--- src/rtl/split_mac_pipelined_if.sv ---
// Sample/result bundle of the split-operand MAC: the producer drives operands
// and control, the MAC drives lane accumulators and sticky overflow flags.
interface split_mac_pipelined_if #(
  parameter int A_W   = 27,
  parameter int B_W   = 18,
  parameter int ACC_W = 48
);
  logic             in_valid;
  logic             in_mode;
  logic             acc_en;
  logic             acc_clr;
  logic [A_W-1:0]   a;
  logic [B_W-1:0]   b;
  logic             out_valid;
  logic [ACC_W-1:0] result_lo;
  logic [ACC_W-1:0] result_hi;
  logic             ovf_lo;
  logic             ovf_hi;

  modport master (
    output in_valid, in_mode, acc_en, acc_clr, a, b,
    input  out_valid, result_lo, result_hi, ovf_lo, ovf_hi
  );

  modport slave (
    input  in_valid, in_mode, acc_en, acc_clr, a, b,
    output out_valid, result_lo, result_hi, ovf_lo, ovf_hi
  );
endinterface

--- src/rtl/split_mac_pipelined.sv ---
// Split-operand signed multiplier with per-lane accumulators: b is cut into a low
// and high part, both partial products are formed, then recombined or kept as lanes.
module split_mac_pipelined #(
  parameter int A_W   = 27,
  parameter int B_W   = 18,
  parameter int LO_W  = 9,
  parameter int ACC_W = 48
) (
  input logic                  clk,
  input logic                  rst_n,
  split_mac_pipelined_if.slave bus
);
  localparam int HI_W  = B_W - LO_W;
  localparam int PLO_W = A_W + LO_W + 1;
  localparam int PHI_W = A_W + HI_W;

  function automatic logic add_ovf(input logic [ACC_W-1:0] x,
                                   input logic [ACC_W-1:0] y,
                                   input logic [ACC_W-1:0] s);
    return (x[ACC_W-1] == y[ACC_W-1]) && (s[ACC_W-1] != x[ACC_W-1]);
  endfunction

  logic                    s1_valid_r, s1_mode_r, s1_en_r, s1_clr_r;
  logic signed [A_W-1:0]   s1_a_r;
  logic [B_W-1:0]          s1_b_r;

  logic signed [PLO_W-1:0] a_lo_x_s, b_lo_x_s, p_lo_s;
  logic signed [PHI_W-1:0] a_hi_x_s, b_hi_x_s, p_hi_s;

  logic                    s2_valid_r, s2_mode_r, s2_en_r, s2_clr_r;
  logic signed [PLO_W-1:0] p_lo_r;
  logic signed [PHI_W-1:0] p_hi_r;

  logic signed [ACC_W-1:0] p_lo_x_s, p_hi_x_s, add_lo_s, add_hi_s;

  logic                    s3_valid_r, s3_mode_r, s3_en_r, s3_clr_r;
  logic signed [ACC_W-1:0] add_lo_r, add_hi_r;

  logic                    load_s, ovf_lo_base_s, ovf_hi_base_s;
  logic signed [ACC_W-1:0] sum_lo_s, sum_hi_s, acc_lo_n_s, acc_hi_n_s;
  logic                    ovf_lo_n_s, ovf_hi_n_s;

  logic signed [ACC_W-1:0] acc_lo_r, acc_hi_r;
  logic                    ovf_lo_r, ovf_hi_r, out_valid_r;
  logic                    hist_valid_r, hist_mode_r;

  // Stage 1: capture the incoming sample and its control.
  always_ff @(posedge clk) begin
    if (!rst_n) begin
      s1_valid_r <= 1'b0;
      s1_mode_r  <= 1'b0;
      s1_en_r    <= 1'b0;
      s1_clr_r   <= 1'b0;
      s1_a_r     <= '0;
      s1_b_r     <= '0;
    end else begin
      s1_valid_r <= bus.in_valid;
      s1_mode_r  <= bus.in_mode;
      s1_en_r    <= bus.acc_en;
      s1_clr_r   <= bus.acc_clr;
      s1_a_r     <= bus.a;
      s1_b_r     <= bus.b;
    end
  end

  // Partial products; the low slice of b is unsigned in full mode, signed in dual mode.
  always_comb begin
    a_lo_x_s = PLO_W'(s1_a_r);
    if (s1_mode_r) begin
      b_lo_x_s = PLO_W'($signed(s1_b_r[LO_W-1:0]));
    end else begin
      b_lo_x_s = PLO_W'($unsigned(s1_b_r[LO_W-1:0]));
    end
    p_lo_s   = a_lo_x_s * b_lo_x_s;
    a_hi_x_s = PHI_W'(s1_a_r);
    b_hi_x_s = PHI_W'($signed(s1_b_r[B_W-1:LO_W]));
    p_hi_s   = a_hi_x_s * b_hi_x_s;
  end

  // Stage 2: register partial products alongside the control.
  always_ff @(posedge clk) begin
    if (!rst_n) begin
      s2_valid_r <= 1'b0;
      s2_mode_r  <= 1'b0;
      s2_en_r    <= 1'b0;
      s2_clr_r   <= 1'b0;
      p_lo_r     <= '0;
      p_hi_r     <= '0;
    end else begin
      s2_valid_r <= s1_valid_r;
      s2_mode_r  <= s1_mode_r;
      s2_en_r    <= s1_en_r;
      s2_clr_r   <= s1_clr_r;
      p_lo_r     <= p_lo_s;
      p_hi_r     <= p_hi_s;
    end
  end

  // Recombine into the full product, or keep the two lane products apart.
  always_comb begin
    p_lo_x_s = ACC_W'(p_lo_r);
    p_hi_x_s = ACC_W'(p_hi_r);
    if (s2_mode_r) begin
      add_lo_s = p_lo_x_s;
      add_hi_s = p_hi_x_s;
    end else begin
      add_lo_s = p_lo_x_s + (p_hi_x_s <<< LO_W);
      add_hi_s = '0;
    end
  end

  // Stage 3: register lane addends ahead of the accumulators.
  always_ff @(posedge clk) begin
    if (!rst_n) begin
      s3_valid_r <= 1'b0;
      s3_mode_r  <= 1'b0;
      s3_en_r    <= 1'b0;
      s3_clr_r   <= 1'b0;
      add_lo_r   <= '0;
      add_hi_r   <= '0;
    end else begin
      s3_valid_r <= s2_valid_r;
      s3_mode_r  <= s2_mode_r;
      s3_en_r    <= s2_en_r;
      s3_clr_r   <= s2_clr_r;
      add_lo_r   <= add_lo_s;
      add_hi_r   <= add_hi_s;
    end
  end

  // Load-or-add per lane; a mode change (or no history after reset) forces a load.
  always_comb begin
    load_s        = !s3_en_r || s3_clr_r || !hist_valid_r || (s3_mode_r != hist_mode_r);
    sum_lo_s      = acc_lo_r + add_lo_r;
    sum_hi_s      = acc_hi_r + add_hi_r;
    ovf_lo_base_s = s3_clr_r ? 1'b0 : ovf_lo_r;
    ovf_hi_base_s = s3_clr_r ? 1'b0 : ovf_hi_r;
    acc_lo_n_s    = acc_lo_r;
    acc_hi_n_s    = acc_hi_r;
    ovf_lo_n_s    = ovf_lo_r;
    ovf_hi_n_s    = ovf_hi_r;
    if (s3_valid_r) begin
      if (load_s) begin
        acc_lo_n_s = add_lo_r;
        ovf_lo_n_s = ovf_lo_base_s;
      end else begin
        acc_lo_n_s = sum_lo_s;
        ovf_lo_n_s = ovf_lo_base_s | add_ovf(acc_lo_r, add_lo_r, sum_lo_s);
      end
      if (!s3_mode_r) begin
        acc_hi_n_s = '0;
        ovf_hi_n_s = ovf_hi_base_s;
      end else if (load_s) begin
        acc_hi_n_s = add_hi_r;
        ovf_hi_n_s = ovf_hi_base_s;
      end else begin
        acc_hi_n_s = sum_hi_s;
        ovf_hi_n_s = ovf_hi_base_s | add_ovf(acc_hi_r, add_hi_r, sum_hi_s);
      end
    end else begin
      acc_lo_n_s = acc_lo_r;
      acc_hi_n_s = acc_hi_r;
    end
  end

  // Accumulators, sticky flags and mode history; these are the block outputs.
  always_ff @(posedge clk) begin
    if (!rst_n) begin
      acc_lo_r     <= '0;
      acc_hi_r     <= '0;
      ovf_lo_r     <= 1'b0;
      ovf_hi_r     <= 1'b0;
      out_valid_r  <= 1'b0;
      hist_valid_r <= 1'b0;
      hist_mode_r  <= 1'b0;
    end else begin
      acc_lo_r    <= acc_lo_n_s;
      acc_hi_r    <= acc_hi_n_s;
      ovf_lo_r    <= ovf_lo_n_s;
      ovf_hi_r    <= ovf_hi_n_s;
      out_valid_r <= s3_valid_r;
      if (s3_valid_r) begin
        hist_valid_r <= 1'b1;
        hist_mode_r  <= s3_mode_r;
      end else begin
        hist_valid_r <= hist_valid_r;
        hist_mode_r  <= hist_mode_r;
      end
    end
  end

  assign bus.out_valid = out_valid_r;
  assign bus.result_lo = acc_lo_r;
  assign bus.result_hi = acc_hi_r;
  assign bus.ovf_lo    = ovf_lo_r;
  assign bus.ovf_hi    = ovf_hi_r;
endmodule

--- src/flat_wrapper.sv ---
// flat-port wrapper written by rule: the top's interface ports become plain ports
module split_mac_pipelined_flat 
#(
  parameter int A_W   = 27,
  parameter int B_W   = 18,
  parameter int LO_W  = 9,
  parameter int ACC_W = 48
)
  (clk, rst_n, bus_in_valid, bus_in_mode, bus_acc_en, bus_acc_clr, bus_a, bus_b, bus_out_valid, bus_result_lo, bus_result_hi, bus_ovf_lo, bus_ovf_hi);
  split_mac_pipelined_if #(.A_W(A_W), .B_W(B_W), .ACC_W(ACC_W)) bus_i ();
  input logic clk;
  input logic rst_n;
  input wire logic [$bits(bus_i.in_valid)-1:0] bus_in_valid;
  input wire logic [$bits(bus_i.in_mode)-1:0] bus_in_mode;
  input wire logic [$bits(bus_i.acc_en)-1:0] bus_acc_en;
  input wire logic [$bits(bus_i.acc_clr)-1:0] bus_acc_clr;
  input wire logic [$bits(bus_i.a)-1:0] bus_a;
  input wire logic [$bits(bus_i.b)-1:0] bus_b;
  output wire logic [$bits(bus_i.out_valid)-1:0] bus_out_valid;
  output wire logic [$bits(bus_i.result_lo)-1:0] bus_result_lo;
  output wire logic [$bits(bus_i.result_hi)-1:0] bus_result_hi;
  output wire logic [$bits(bus_i.ovf_lo)-1:0] bus_ovf_lo;
  output wire logic [$bits(bus_i.ovf_hi)-1:0] bus_ovf_hi;
  assign bus_i.in_valid = bus_in_valid;
  assign bus_i.in_mode = bus_in_mode;
  assign bus_i.acc_en = bus_acc_en;
  assign bus_i.acc_clr = bus_acc_clr;
  assign bus_i.a = bus_a;
  assign bus_i.b = bus_b;
  assign bus_out_valid = bus_i.out_valid;
  assign bus_result_lo = bus_i.result_lo;
  assign bus_result_hi = bus_i.result_hi;
  assign bus_ovf_lo = bus_i.ovf_lo;
  assign bus_ovf_hi = bus_i.ovf_hi;
  split_mac_pipelined #(.A_W(A_W), .B_W(B_W), .LO_W(LO_W), .ACC_W(ACC_W)) u_core (.clk(clk), .rst_n(rst_n), .bus(bus_i));
endmodule
--- config.mk ---
export PLATFORM = sky130hd
export DESIGN_NAME = split_mac_pipelined_flat
export DESIGN_NICKNAME = d
export VERILOG_FILES = /design/src/rtl/split_mac_pipelined_if.sv /design/src/rtl/split_mac_pipelined.sv /design/src/flat_wrapper.sv
export SDC_FILE = /design/constraint.sdc
export NUM_CORES = 2
export LEC_CHECK = 0
export CORE_MARGIN = 2
export CORE_UTILIZATION = 50
export CTS_CLUSTER_DIAMETER = 80
export DETAILED_ROUTE_END_ITERATION = 12
export PLACE_DENSITY = 0.76
export SYNTH_ARGS = -nofsm -noshare
export SYNTH_HDL_FRONTEND = slang
export SYNTH_SLANG_ARGS = --single-unit
--- constraint.sdc ---
create_clock -name clk -period 15.7 [get_ports clk]
set_input_delay 3.925 -clock clk [delete_from_list [all_inputs] [get_ports clk]]
set_output_delay 3.925 -clock clk [all_outputs]
set_load 0.1 [all_outputs]
==> qor.yml <==
syn_nets: 5139
r2r_slack_ps: 7650
synth-warning-count: 0
grt_max_degree: 136
p_switching_mw: 1.37
cts_setup_buffers: 0
slew_violations: 0
total_power_mw: 3.53
antenna_found_initial: 1
clock_insertion_delay_worst_skew_ps: 590
hold_violations: 0
fp.coreArea_um2: 74100
wl_um: 88500
relSlewSlack: 0.264
period_share: 0.513
start_util: 0.503
synth-edff-count: 0
crit_path_end_kind: "register"
place_inst: 5179
min_period_ps: 8050
dpl.hpwl_um: 69400
firstDrtPassIters: 5
cp_data_arrival_time_ps: 8540
cts_hold_buf: 0
final.setup.worst_slack_ps: 7650
p_int_mw: 2.17
cts.path.max_buffers: 3
fin_nets: 5159
tns_ps: 0
clkTransAtPathRegs_ps: 60
reg2reg_depth: 24
synth.distinct_cells: 86
async_flop_share: 0
cts.htree.levels: 2
io_buffers: 149
grt_busiest_layer: "met2"
ys_seq_area_frac: 0.168
cts-root-buf: "clkbuf_16"
rr_endpoint: "u_core.p_lo_r[36]"
fin_util: 0.552
synth_area_leaders: "fa_1, dfxtp_1, ha_1, inv_1, and2_1"
yosys.area.top_type_share: 0.282
preCtsSetupSlack_ps: 7660
drc: 0
grt_overflow: 0
ant_nets: 0
rsz0062_at_grt: "false"
die_w_um: 277
critPathLaunchType: "register"
use_met1: 0.305
ir_drop_mv: 0.0855
final_area_um2: 40900
grt_usage: 0.235
synth_most_common_cell: "inv_1"
tightestPinTransition_ps: 1100
crit_end: "u_core.p_lo_r[36]"
p_sw_frac: 0.387
rr_startpoint: "u_core.s1_b_r[8]"
fin_cells: 5254
clock_sinks: 313
regArea_um2: 6270
globalRouteMet2Util: 0.407
grt_pass1_wl_um: 149000
cp.required_ps: 16190
io_pins: 150
nFillCells: 6617
design.die.area_um2: 76700
syn_area_per_cell_um2: 8.80
hold_path_class: "register to register"
postSynthCellCount: 4233
multi_input_area_um2: 27900
max_freq_mhz: 124
setup.worst_path.class: "register to register"
grt_pass1_vias: 29600
rows: 100
power.leakage_nw: 19.6
pwr-share-clk: 0.283
cp_max_fo: 33
placedInstanceArea_um2: 39400
status: "finished clean"
fin_hold_ws_ps: 433
yosysTopAreaCell: "fa_1"
finalSetupViolCount: 0
syn2layout_area_growth_pct: 9.74
cts_tree: "built"
maxCapViolCount: 0
syn_area_um2: 37300
die_h_um: 277
numCtsBuffers: 41
ctsResizeCount: 0
cp-startpoint: "u_core.s1_b_r[8]"
vias_per_cell: 5.41
wl_per_cell_um: 16.8
synth_ff_type: "dfxtp_1"
skew_ps: 30.8
synth_top_cells_by_count: "inv_1, fa_1, nand2_1"
synth-seq-cells: 313
p_comb_frac: 0.427
power_density_nw_per_um2: 86.4
drt_iter0_drc: 1518
via_count: 28400
layout-drive-gt1-share: 0.0303
use_met3: 0.0347
place_congestion: 0.953
seqPwrFrac: 0.289
-- worst max-delay path, cell delays in order, from the launching register on --
cell and delay (ps):
dfxtp_1 300, buf_4 300, and2_1 180, buf_4 260, nand2_1 180, fa_1 670
fa_1 780, inv_1 210, fa_1 750, inv_1 200, fa_1 520, inv_1 60
fa_1 500, fa_1 500, inv_1 50, fa_1 470, inv_1 40, ha_1 320
and3_1 200, a221oi_1 370, nor2_1 140, a211o_1 340, a311oi_1 330, xnor2_1 90
and2_1 160
-- area by class of cell --
class,count,share of cell area
inverters,631,0.0579
clock buffers,56,0.0282
repair buffers,177,0.0416
flip-flops and latches,313,0.153
multi-input cells,3089,0.682
well taps,969,0.0297
diodes,1,0.0000612
clock inverters,18,0.00756
-- worst min path at each step --
stage | from | end | slack (ps) | cells past startpoint
2_1_floorplan | u_core.p_lo_r[0] | u_core.add_lo_r[0] | 410 | 1
3_3_place_gp | u_core.p_lo_r[4] | u_core.add_lo_r[4] | 420 | 1
3_5_place_dp | u_core.p_lo_r[5] | u_core.add_lo_r[5] | 420 | 1
4_1_cts | u_core.p_lo_r[5] | u_core.add_lo_r[5] | 430 | 1
5_1_grt | u_core.p_lo_r[8] | u_core.add_lo_r[8] | 440 | 1
6_report | u_core.p_lo_r[5] | u_core.add_lo_r[5] | 430 | 1
-- kinds of logic after synthesis --
kind of cell    Yosys count  synth area share
mux                      15           0.00406
buf+inv                 831            0.0839
simple gates           1267             0.173
xor+xnor                181            0.0425
fa+ha+maj               859             0.394
flops                   313             0.168
compound gates          767             0.134
-- power by group through the flow --
stage / sequential [mW] / combinational, mW / clock (mW)
floorplan: 1.00 / 1.16 / 0
detailed placement: 1.03 / 1.50 / 0
finish: 1.02 / 1.51 / 1.00
global route: 1.03 / 1.73 / 1.06
global placement: 1.03 / 1.46 / 0
CTS: 1.02 / 1.51 / 1.03
-- placed cells by master (no fill, tap or decap), types with 24 or more instances in the layout --
master	synthesis	routed
inv_1	631	631
fa_1	525	525
nand2_1	458	458
and2_1	365	365
ha_1	330	330
dfxtp_1	313	311
a21oi_1	186	186
o21ai_0	182	182
clkdlybuf4s50_1	0	148
nor2_1	129	129
xnor2_1	115	115
a21o_1	97	97
and3_1	68	68
xor2_1	66	66
nand2b_1	57	57
nor2b_1	43	43
clkbuf_16	0	41
nor3_1	38	38
a31oi_1	37	37
o21a_1	34	34
nand3_1	29	29
buf_4	1	28
o21bai_1	27	27
nand4_1	26	26
o211ai_1	24	24
-- registers in the layout (all words and copies together), names as in the netlist, 18 cells and up --
signal	count
u_core.add_hi_r	36
u_core.add_lo_r	46
u_core.bus.result_hi	48
u_core.bus.result_lo	48
u_core.p_hi_r	36
u_core.p_lo_r	37
u_core.s1_a_r	27
u_core.s1_b_r	18
-- routing by layer --
metal / vias up / share of wire
li1: 13700 / -
met1: 13900 / 0.44
met2: 673 / 0.48
met3: 139 / 0.050
met4: 0 / 0.024
met5: - / 0
Power figures use the tool's default switching activity.
